### config.mk
export PLATFORM = sky130hd
export DESIGN_NAME = rom_arbiter
export DESIGN_NICKNAME = d
export VERILOG_FILES = /design/src/rtl/rom_arbiter.sv
export SDC_FILE = /design/constraint.sdc
export NUM_CORES = 1
export LEC_CHECK = 0
export CAP_MARGIN = 25
export CORE_MARGIN = 2
export CORE_UTILIZATION = 40
export CTS_BUF_LIST = sky130_fd_sc_hd__clkbuf_8
export DETAILED_ROUTE_END_ITERATION = 7
export PLACE_DENSITY = 0.83
export SETUP_SLACK_MARGIN = 0.3
export SLEW_MARGIN = 20
export SYNTH_ARGS = -nofsm -noshare
export SYNTH_HDL_FRONTEND = slang
export SYNTH_SLANG_ARGS = --single-unit
### constraint.sdc
create_clock -name clock -period 2.7 [get_ports clock]
set_input_delay 0.54 -clock clock [delete_from_list [all_inputs] [get_ports clock]]
set_output_delay 0.54 -clock clock [all_outputs]
set_load 0.1 [all_outputs]
### src/rtl/rom_arbiter.sv
// Two-port arbiter in front of a registered single-port ROM.
// Port A (CPU) has priority; port B is guaranteed a grant after MAXWAIT consecutive losses.
module rom_arbiter #(
  parameter int unsigned AW      = 16,
  parameter int unsigned MAXWAIT = 4
) (
  input  logic          clock,
  input  logic          reset,
  input  logic          a_req,
  input  logic [AW-1:0] a_addr,
  output logic          a_ack,
  output logic [7:0]    a_q,
  input  logic          b_req,
  input  logic [AW-1:0] b_addr,
  output logic          b_ack,
  output logic [7:0]    b_q,
  output logic [AW-1:0] rom_a,
  input  logic [7:0]    rom_q,
  output logic          busy
);

  localparam logic [3:0] WAIT_LIMIT = 4'(MAXWAIT);

  typedef enum logic [1:0] {
    IDLE,
    ADDR,
    DATA
  } state_t;

  typedef enum logic {
    OWN_A,
    OWN_B
  } owner_t;

  state_t        state;
  state_t        state_nx;
  owner_t        owner;
  owner_t        owner_nx;
  logic [3:0]    bwait;
  logic [3:0]    bwait_nx;
  logic [AW-1:0] rom_a_nx;
  logic          a_done;
  logic          b_done;

  always_comb begin
    state_nx = state;
    owner_nx = owner;
    bwait_nx = bwait;
    rom_a_nx = rom_a;
    a_done   = 1'b0;
    b_done   = 1'b0;
    unique case (state)
      IDLE: begin
        // A wins unless B is also requesting and has already lost WAIT_LIMIT times.
        if (a_req && (!b_req || (bwait < WAIT_LIMIT))) begin
          owner_nx = OWN_A;
          rom_a_nx = a_addr;
          state_nx = ADDR;
          if (b_req) begin
            bwait_nx = (bwait == WAIT_LIMIT) ? bwait : bwait + 4'd1;
          end
        end else if (b_req) begin
          owner_nx = OWN_B;
          rom_a_nx = b_addr;
          bwait_nx = '0;
          state_nx = ADDR;
        end
      end
      ADDR: begin
        state_nx = DATA;
      end
      DATA: begin
        a_done   = (owner == OWN_A);
        b_done   = (owner == OWN_B);
        state_nx = IDLE;
      end
      default: begin
        state_nx = IDLE;
      end
    endcase
  end

  always_ff @(posedge clock or posedge reset) begin
    if (reset) begin
      state <= IDLE;
      owner <= OWN_A;
      bwait <= '0;
      rom_a <= '0;
      a_q   <= '0;
      b_q   <= '0;
      a_ack <= 1'b0;
      b_ack <= 1'b0;
    end else begin
      state <= state_nx;
      owner <= owner_nx;
      bwait <= bwait_nx;
      rom_a <= rom_a_nx;
      a_ack <= a_done;
      b_ack <= b_done;
      if (a_done) begin
        a_q <= rom_q;
      end
      if (b_done) begin
        b_q <= rom_q;
      end
    end
  end

  assign busy = (state != IDLE);

endmodule
==> results of run 1 <==
[path summary, 6_finish.rpt]
path / depth (start not counted) / endpoint / startpoint / slack [ns]
min in group asynchronous: 2 / owner$_DFFE_PP0P_ / reset / 0.52
max reg2reg: 4 / rom_a[1]$_DFFE_PP0P_ / state[1]$_DFFE_PP0P_ / 1.19
min reg2reg: 2 / bwait[2]$_DFFE_PP0P_ / bwait[2]$_DFFE_PP0P_ / 0.51
max: 4 / busy / state[1]$_DFFE_PP0P_ / 0.67
max in group asynchronous: 3 / a_q[2]$_DFFE_PP0P_ / reset / 1.70
min: 2 / bwait[2]$_DFFE_PP0P_ / bwait[2]$_DFFE_PP0P_ / 0.51
[logic make-up after synthesis]
logic type / share of synthesized area [%]
muxes: 9.48
buffers and inverters: 9.22
and+or+nand+nor: 14.0
adders and majority gates: 1.32
AOI/OAI and AO/OA: 12.0
DFF: 54.0
[cells in the final DEF (no fill, tap or decap), types with 2 or more instances in the layout]
| master | n |
|---|---|
| o221ai_1 | 8 |
| buf_4 | 42 |
| clkbuf_8 | 5 |
| clkinv_2 | 2 |
| nand3_1 | 17 |
| inv_1 | 21 |
| mux2_2 | 16 |
| o21ai_0 | 3 |
| nand4_1 | 17 |
| and2_1 | 2 |
| clkdlybuf4s50_1 | 43 |
| o221ai_2 | 8 |
| dfrtp_1 | 41 |
| ha_1 | 2 |
| nand2_1 | 3 |
[per-stage QoR]
| step | hold slack, ns | instance area [sq um] | utilization, % | setup WS [ns] |
|---|---|---|---|---|
| 2_1_floorplan | 0.468 | 1900 | - | 0.793 |
| 3_3_place_gp | 0.484 | 2640 | 56.7 | 0.765 |
| 3_5_place_dp | 0.490 | 2670 | 57.3 | 0.727 |
| 4_1_cts | 0.508 | 2760 | 59.1 | 0.673 |
| 5_1_grt | 0.526 | 2760 | 59.1 | 0.578 |
| 6_report | 0.507 | 2760 | 59.1 | 0.672 |
[final cells by class]
type	count	area, sq um
Fill cell	380	1910
Clock buffer	5	68.8
Clock inverter	3	17.5
Sequential cell	41	1030
Multi-Input combinational cell	86	699
Timing Repair Buffer	87	793
Tap cell	54	67.6
Inverter	22	82.6
[flip-flops by register name (all words and copies together) (netlist names)]
signal,flops
a_ack,1
a_q,8
b_ack,1
b_q,8
bwait,4
owner,1
rom_a,16
state,2
[cell usage after synthesis, types with 2 or more instances]
master,instances
ha_1,2
dfrtp_1,41
nand2_1,3
nand4_1,17
inv_1,22
o221ai_1,8
o221ai_2,8
and2_1,2
nand3_1,17
buf_6,3
mux2_2,16
buf_2,4
clkbuf_1,5
o21ai_0,3
[critical path, cell delays in order, from the launching register on]
cell,delay (ns)
dfrtp_1,0.42
nor2_2,0.12
buf_4,0.32
inv_1,0.14
buf_12,0.19
[metal layers]
layer	global-route usage, %	vias to the layer above
met5	0	-
met4	6.79	0
met3	5.39	8
met2	31.4	60
met1	21.4	737
li1	-	747
==> implementation parameters, run 1 <==
Parameter                              Value

Drt
  WL met3    268 um
  Top routing layer used    met4
  DRC errors left    0
  Via Count    1552
  DRC marker count from the first detailed-route iteration    96
  Met2 Wirelength    2.25 mm
  Routed met1 length    1.85 mm
  Number of detailed-routing iterations run before antenna repair    6
  Wire length reported by the detailed router    4.44 mm
  Wirelength per Cell    14.9 um
  Number of nets with antenna violations after detailed routing    0
  DR vias/cell    5.21

Logic synthesis
  Post-synthesis sequential area ratio    54.0%
  Post-synthesis instance area    1900 sq um
  Cell taking the most area after synthesis    dfrtp_1
  Share of synthesized flip-flops with an asynchronous set or reset    100%
  Number of nets produced by synthesis    208
  Area share of the largest cell type after synthesis    54.0%
  Total of warnings raised by yosys    0
  Synth Register Bits    41
  Synth Instances    162
  Mapped Avg Cell Area    11.7 sq um
  Number of library cell types mapped by synthesis    25
  Number of enable flip-flop cells after synthesis    0
  Prevailing post-synth register cell    dfrtp_1
  Synth top area cells    dfrtp_1 (54%), mux2_2 (9.5%), o221ai_2 (6.3%)

STA
  Max-slew violation total from the final report    0
  Part of the cycle the worst path needs    ~75%
  Post-Route Setup TNS    0 ns
  Max-slew headroom at the worst pin    between 60% and 70%
  Timing-limited maximum frequency    about 490 MHz
  Final hold viol count    0
  RSZ-0062 raised after global routing    false
  Clock tree skew after final layout    roughly 0.0074 ns
  Final setup violating endpoints    0
  Transition at the pin with the smallest max-transition slack    roughly 0.52 ns
  Min cycle time layout    2.03 ns

Clocking
  PostCTS Resize Cnt    0
  Reg clk slew, reported paths    0.07 ns
  Clock tree from TritonCTS    done
  Number of sinks on the clock net    41
  CTS Buf Count    5
  Clock latency at the later pin of the worst-skew pair    0.30 ns
  Clock Root Buffer    clkbuf_8
  Number of buffers inserted by post-CTS setup repair    0
  # hold bufs at CTS    0
  Maximum buffer depth of the clock tree    2
  Maximum level of the CTS H-tree    2

Global routing
  GR Overflow Total    0
  Via count of the first global-routing pass    1596
  Total global routing track utilization    between 10% and 20%
  Antenna violations before repair    0
  Largest net degree at the start of global routing    37
  Wire length of the first global-routing pass    7.38 mm

Hold path
  Worst hold path class    reg2reg

Die
  Floorplan core area    4660 sq um
  Site row count    25
  Horizontal extent of the die    72.9 um
  Die Y-Extent    72.9 um
  Ports placed on the boundary    79
  Initial core utilization    between 40% and 50%
  Floorplan die area    between 5000 and 6000 sq um

Placed design
  Number of input and output port buffers inserted    78
  Dpl hpwl    3.33 mm
  Placed Instances    290
  Placer congestion estimate    0.709

Outcome
  Status    finished, final reports clean

Finish
  Non-filler cells, final    298
  Area Growth Syn to Fin    45.0%
  Number of nets at the end of the flow    289
  Share of cells above drive strength 1    roughly a third
  # diodes    0

Worst setup path
  Kind of critical path    reg2out
  Data arrival time of the worst path    1.49 ns
  CP max FO    36
  Required time worst endpoint    2.16 ns
  Endpoint kind of the worst setup timing path    primary output
  Element type at the critical path start    flop

Run
  Number of max-capacitance violations reported    0
Power of run 1 is not shown: default switching activity piles up to over one toggle a cycle in this logic, so the estimate is an artifact.
==> run 2: changes to the inputs <==
- clock period: 2.7 -> 2.09 ns (I/O delays scaled with it)
==> implementation parameters, run 2 (synthesis results as in run 1) <==
Parameter                              Value

Placed design
  Dpl hpwl    around 3.3 mm
  Number of input and output port buffers inserted    78
  Post-place instance area    between 2000 and 3000 sq um
  Placer congestion estimate    0.801

Worst setup path
  Worst-path cell chain    nor2_2 > inv_1 > buf_12
  Endpoint kind of the worst setup timing path    primary output
  Required time worst endpoint    1.67 ns
  Data arrival time of the worst path    around 1.2 ns
  Slowest cell on crit path    dfrtp_1
  CP max FO    5
  Stage delay of the slowest cell on the critical path    0.43 ns
  Kind of critical path    reg2out
  Element type at the critical path start    flop

Drt
  DRC marker count from the first detailed-route iteration    86
  Number of detailed-routing iterations run before antenna repair    4
  DRC errors left    0
  DR vias/cell    around 5.1
  Wirelength per Cell    roughly 15 um
  Via Count    1539
  Wire length reported by the detailed router    4.40 mm
  Number of nets with antenna violations after detailed routing    0

STA
  Part of the cycle the worst path needs    between 70% and 80%
  Timing-limited maximum frequency    616 MHz
  Max-slew headroom at the worst pin    66.8%
  Final setup violating endpoints    0
  Final hold viol count    0
  Post-Route Setup TNS    0 ns
  Min cycle time layout    1.62 ns
  RSZ-0062 raised after global routing    false
  Clock tree skew after final layout    0.00437 ns
  Transition at the pin with the smallest max-transition slack    0.498 ns
  Max-slew violation total from the final report    0

Clocking
  Number of buffers inserted by post-CTS setup repair    0
  Maximum buffer depth of the clock tree    2
  Maximum level of the CTS H-tree    2
  # hold bufs at CTS    0
  Clock tree from TritonCTS    done
  Number of sinks on the clock net    41
  CTS Buf Count    5
  Clock latency at the later pin of the worst-skew pair    0.28 ns
  PostCTS Resize Cnt    0
  Clock Root Buffer    clkbuf_8
  Reg clk slew, reported paths    about 0.080 ns

Global routing
  GR Overflow Total    0
  Total global routing track utilization    between 10% and 20%
  Largest net degree at the start of global routing    42
  Antenna violations before repair    0
  Wire length of the first global-routing pass    between 7 and 8 mm
  Via count of the first global-routing pass    1611

Finish
  Largest registers    rom_a: 16 flops, a_q: 8 flops, b_q: 8 flops
  # diodes    0
  Commonest non-fill, non-tap cell in the layout    buf_4
  Number of nets at the end of the flow    291
  Top library cells by usage in the layout, fill and taps aside    buf_4 (45), clkdlybuf4s50_1 (43), dfrtp_1 (41), inv_1 (22)
  Core Util, Final    between 50% and 60%
  Area Growth Syn to Fin    44.5%
  Layout fillers    389
  Register containing the most flip-flops in the final layout    rom_a
  Fin area    roughly 2700 sq um
  Share of cells above drive strength 1    33.3%
  Area taken by multi-input logic gates    between 600 and 700 sq um
  Sequential cell area    1030 sq um
  Flip-flop count of the largest register after layout    16

Die
  Ports placed on the boundary    79
  Die Y-Extent    72.9 um
  Horizontal extent of the die    between 70 and 80 um
  Site row count    25
  Floorplan die area    5320 sq um
  Floorplan core area    4660 sq um
  Initial core utilization    about two fifths

Outcome
  Status    finished, final reports clean

Hold path
  Worst hold path class    reg2reg

Run
  Number of max-capacitance violations reported    0
[run 2: cell count changes in the layout (fill, tap and decap cells not counted)]
| cell | before | now |
|---|---|---|
| buf_4 | 42 | 45 |
| buf_16 | 1 | 0 |
| clkinvlp_4 | 1 | 0 |
| inv_1 | 21 | 22 |
[run 2: worst paths after layout]
path                                      start  slack, ns                    to  cells after the start
max reg2reg                state[1]$_DFFE_PP0P_       0.60  rom_a[1]$_DFFE_PP0P_                      4
min                        bwait[2]$_DFFE_PP0P_       0.51  bwait[2]$_DFFE_PP0P_                      2
max                        state[1]$_DFFE_PP0P_       0.47                  busy                      3
min in group asynchronous                 reset       0.55    a_q[3]$_DFFE_PP0P_                      3
max in group asynchronous                 reset       1.19    a_q[4]$_DFFE_PP0P_                      3
min reg2reg                bwait[2]$_DFFE_PP0P_       0.51  bwait[2]$_DFFE_PP0P_                      2
[run 2: layer usage]
| layer | vias up | track usage [%] | routed length [um] |
|---|---|---|---|
| met4 | 0 | 9.47 | 36 |
| met2 | 55 | 27.8 | 2250 |
| met5 | - | 0 | 0 |
| met1 | 737 | 21.3 | 1850 |
| li1 | 745 | - | - |
| met3 | 2 | 3.45 | 259 |
[run 2: worst max-delay path, delay by kind of cell (launching register included)]
family                 cells  cell delay, ns
flip-flops                 1            0.43
buffers and inverters      2            0.28
AND/OR/NAND/NOR            1            0.20
[run 2: area by class of cell]
class,instances,share of cell area [%]
Sequential cell,41,37.4
Timing Repair Buffer,89,28.7
Multi-Input combinational cell,86,25.5
Inverter,22,3.01
Clock buffer,5,2.51
Tap cell,54,2.46
Clock inverter,3,0.501
[run 2: per-stage QoR]
step	hold slack [ns]	setup slack, ns	cells
6_report	0.509	0.466	300
5_1_grt	0.528	0.418	300
4_1_cts	0.512	0.470	300
3_5_place_dp	0.496	0.290	292
3_3_place_gp	0.486	0.351	292
2_1_floorplan	0.468	0.305	162
Power of run 2 is left out for the same reason.
==> run 3: changes to the inputs <==
- clock period: 2.09 -> 1.59 ns (I/O delays scaled with it)
==> implementation parameters, run 3 (synthesis results as in run 1) <==
Parameter                              Value

STA
  Timing-limited maximum frequency    666 MHz
  RSZ-0062 raised after global routing    true
  Final hold viol count    0
  Max-slew headroom at the worst pin    around 80%
  Transition at the pin with the smallest max-transition slack    0.313 ns
  Fin Hold WS    about 0.35 ns
  PnR worst setup slack    between 0.08 and 0.09 ns
  Min cycle time layout    1.50 ns
  Max-slew violation total from the final report    0
  Part of the cycle the worst path needs    94.5%
  Clock tree skew after final layout    0.00574 ns
  Final setup violating endpoints    0

Die
  Floorplan core area    4660 sq um
  Site row count    25
  Die Y-Extent    72.9 um
  Floorplan die area    5320 sq um
  Ports placed on the boundary    around 80
  Horizontal extent of the die    about 73 um
  Initial core utilization    40.8%

Global routing
  Antenna violations before repair    0
  Wire length of the first global-routing pass    8.26 mm
  Via count of the first global-routing pass    1725
  Total global routing track utilization    20.6%
  GR Overflow Total    0
  Largest net degree at the start of global routing    25

Drt
  Wirelength per Cell    about 18 um
  Number of detailed-routing iterations run before antenna repair    4
  WL met3    approximately 370 um
  Via Count    1753
  Number of nets with antenna violations after detailed routing    0
  Top routing layer used    met4
  DRC marker count from the first detailed-route iteration    around 130
  DRC errors left    0
  Wire length reported by the detailed router    5.67 mm
  Routed met1 length    2.19 mm
  Met2 Wirelength    2.93 mm
  DR vias/cell    5.62

Finish
  Core Util, Final    74.6%
  Area Growth Syn to Fin    82.8%
  Flip-flop count of the largest register after layout    16
  # diodes    0
  Register containing the most flip-flops in the final layout    rom_a
  Layout fillers    282
  Share of cells above drive strength 1    43.0%
  Non-filler cells, final    between 300 and 400
  Sequential cell area    1040 sq um
  Top library cells by usage in the layout, fill and taps aside    clkdlybuf4s50_1 (41), buf_12 (40), dfrtp_1 (31), inv_1 (20)
  Largest registers    rom_a: 16 flops, a_q: 8 flops, b_q: 8 flops
  Commonest non-fill, non-tap cell in the layout    clkdlybuf4s50_1
  Number of nets at the end of the flow    303
  Area taken by multi-input logic gates    764 sq um

Worst setup path
  Element type at the critical path start    flop
  Required time worst endpoint    1.27 ns
  CP max FO    2
  Kind of critical path    reg2out
  Endpoint kind of the worst setup timing path    primary output
  Data arrival time of the worst path    1.18 ns

Clocking
  Clock Root Buffer    clkbuf_8
  Maximum buffer depth of the clock tree    2
  Reg clk slew, reported paths    0.08 ns
  Maximum level of the CTS H-tree    2
  Clock tree from TritonCTS    done
  CTS Buf Count    5
  # hold bufs at CTS    0
  Number of sinks on the clock net    41
  Clock latency at the later pin of the worst-skew pair    0.30 ns

Placed design
  Dpl hpwl    3.80 mm
  Placer congestion estimate    ~0.75
  Worst setup timing slack at the placement stage    -0.168 ns
  Placed Instances    293
  Number of input and output port buffers inserted    78

Run
  Number of max-capacitance violations reported    0

Outcome
  Status    finished, final reports clean

Hold path
  Worst hold path class    in2async
-- run 3: changes by cell type in the layout (fill, tap and decap cells not counted), sizes merged --
cell and change:
clkinvlp +2, clkdlybuf4s50 -2, buf +6, dlygate4sd2 +1
bufinv +1, inv -2, dlymetal6s2s +1, clkbuf +4
and2 +3, clkinv -2
-- run 3: per-layer routing --
| layer | up-vias | GRT usage [%] |
|---|---|---|
| met3 | 16 | 4.14 |
| met4 | 0 | 10.9 |
| met5 | - | 0 |
| li1 | 773 | - |
| met2 | 97 | 34.8 |
| met1 | 867 | 24.8 |
-- run 3: per-stage QoR --
step | cell area [sq um] | TNS [ns]
finish | 3470 | 0
detailed placement | 3140 | -2.41
global placement | 3140 | -1.37
global route | 3470 | 0
floorplan | 1940 | 0
CTS | 3310 | 0
-- run 3: final timing paths --
| check | startpoint | endpoint | slack [ns] | cells after the start |
|---|---|---|---|---|
| setup / recovery | state[1]$_DFFE_PP0P_ | busy | 0.09 | 3 |
| max in group asynchronous | reset | rom_a[13]$_DFFE_PP0P_ | 0.96 | 3 |
| min in group clock | a_req | bwait[0]$_DFFE_PP0P_ | 0.55 | 4 |
| setup reg to reg | state[1]$_DFFE_PP0P_ | a_q[2]$_DFFE_PP0P_ | 0.13 | 4 |
| hold reg to reg | bwait[0]$_DFFE_PP0P_ | bwait[0]$_DFFE_PP0P_ | 0.56 | 1 |
| hold / removal | reset | a_q[1]$_DFFE_PP0P_ | 0.35 | 3 |
-- run 3: worst max-delay path, cell delays in order (launching register included) --
cell and delay (ns):
dfrtp_2 0.43, nor2_4 0.16, clkinvlp_4 0.12, buf_12 0.17
-- run 3: what timing repair did --
item	4_1_cts	5_1_grt
pin swaps	2	8
setup buffers	3	2
gates cloned	1	5
endpoints found under the setup margin	38	36
resized for setup	8	13
-- run 3: area by class of cell --
class / count / share of cell area (%)
timing repair buffer: 98 / 40.2
sequential: 41 / 29.9
multi-input combinational: 89 / 22.0
inverter: 22 / 2.48
clock buffer: 6 / 2.38
tap: 54 / 1.94
clock inverter: 2 / 1.08
Power of run 3 is left out for the same reason.
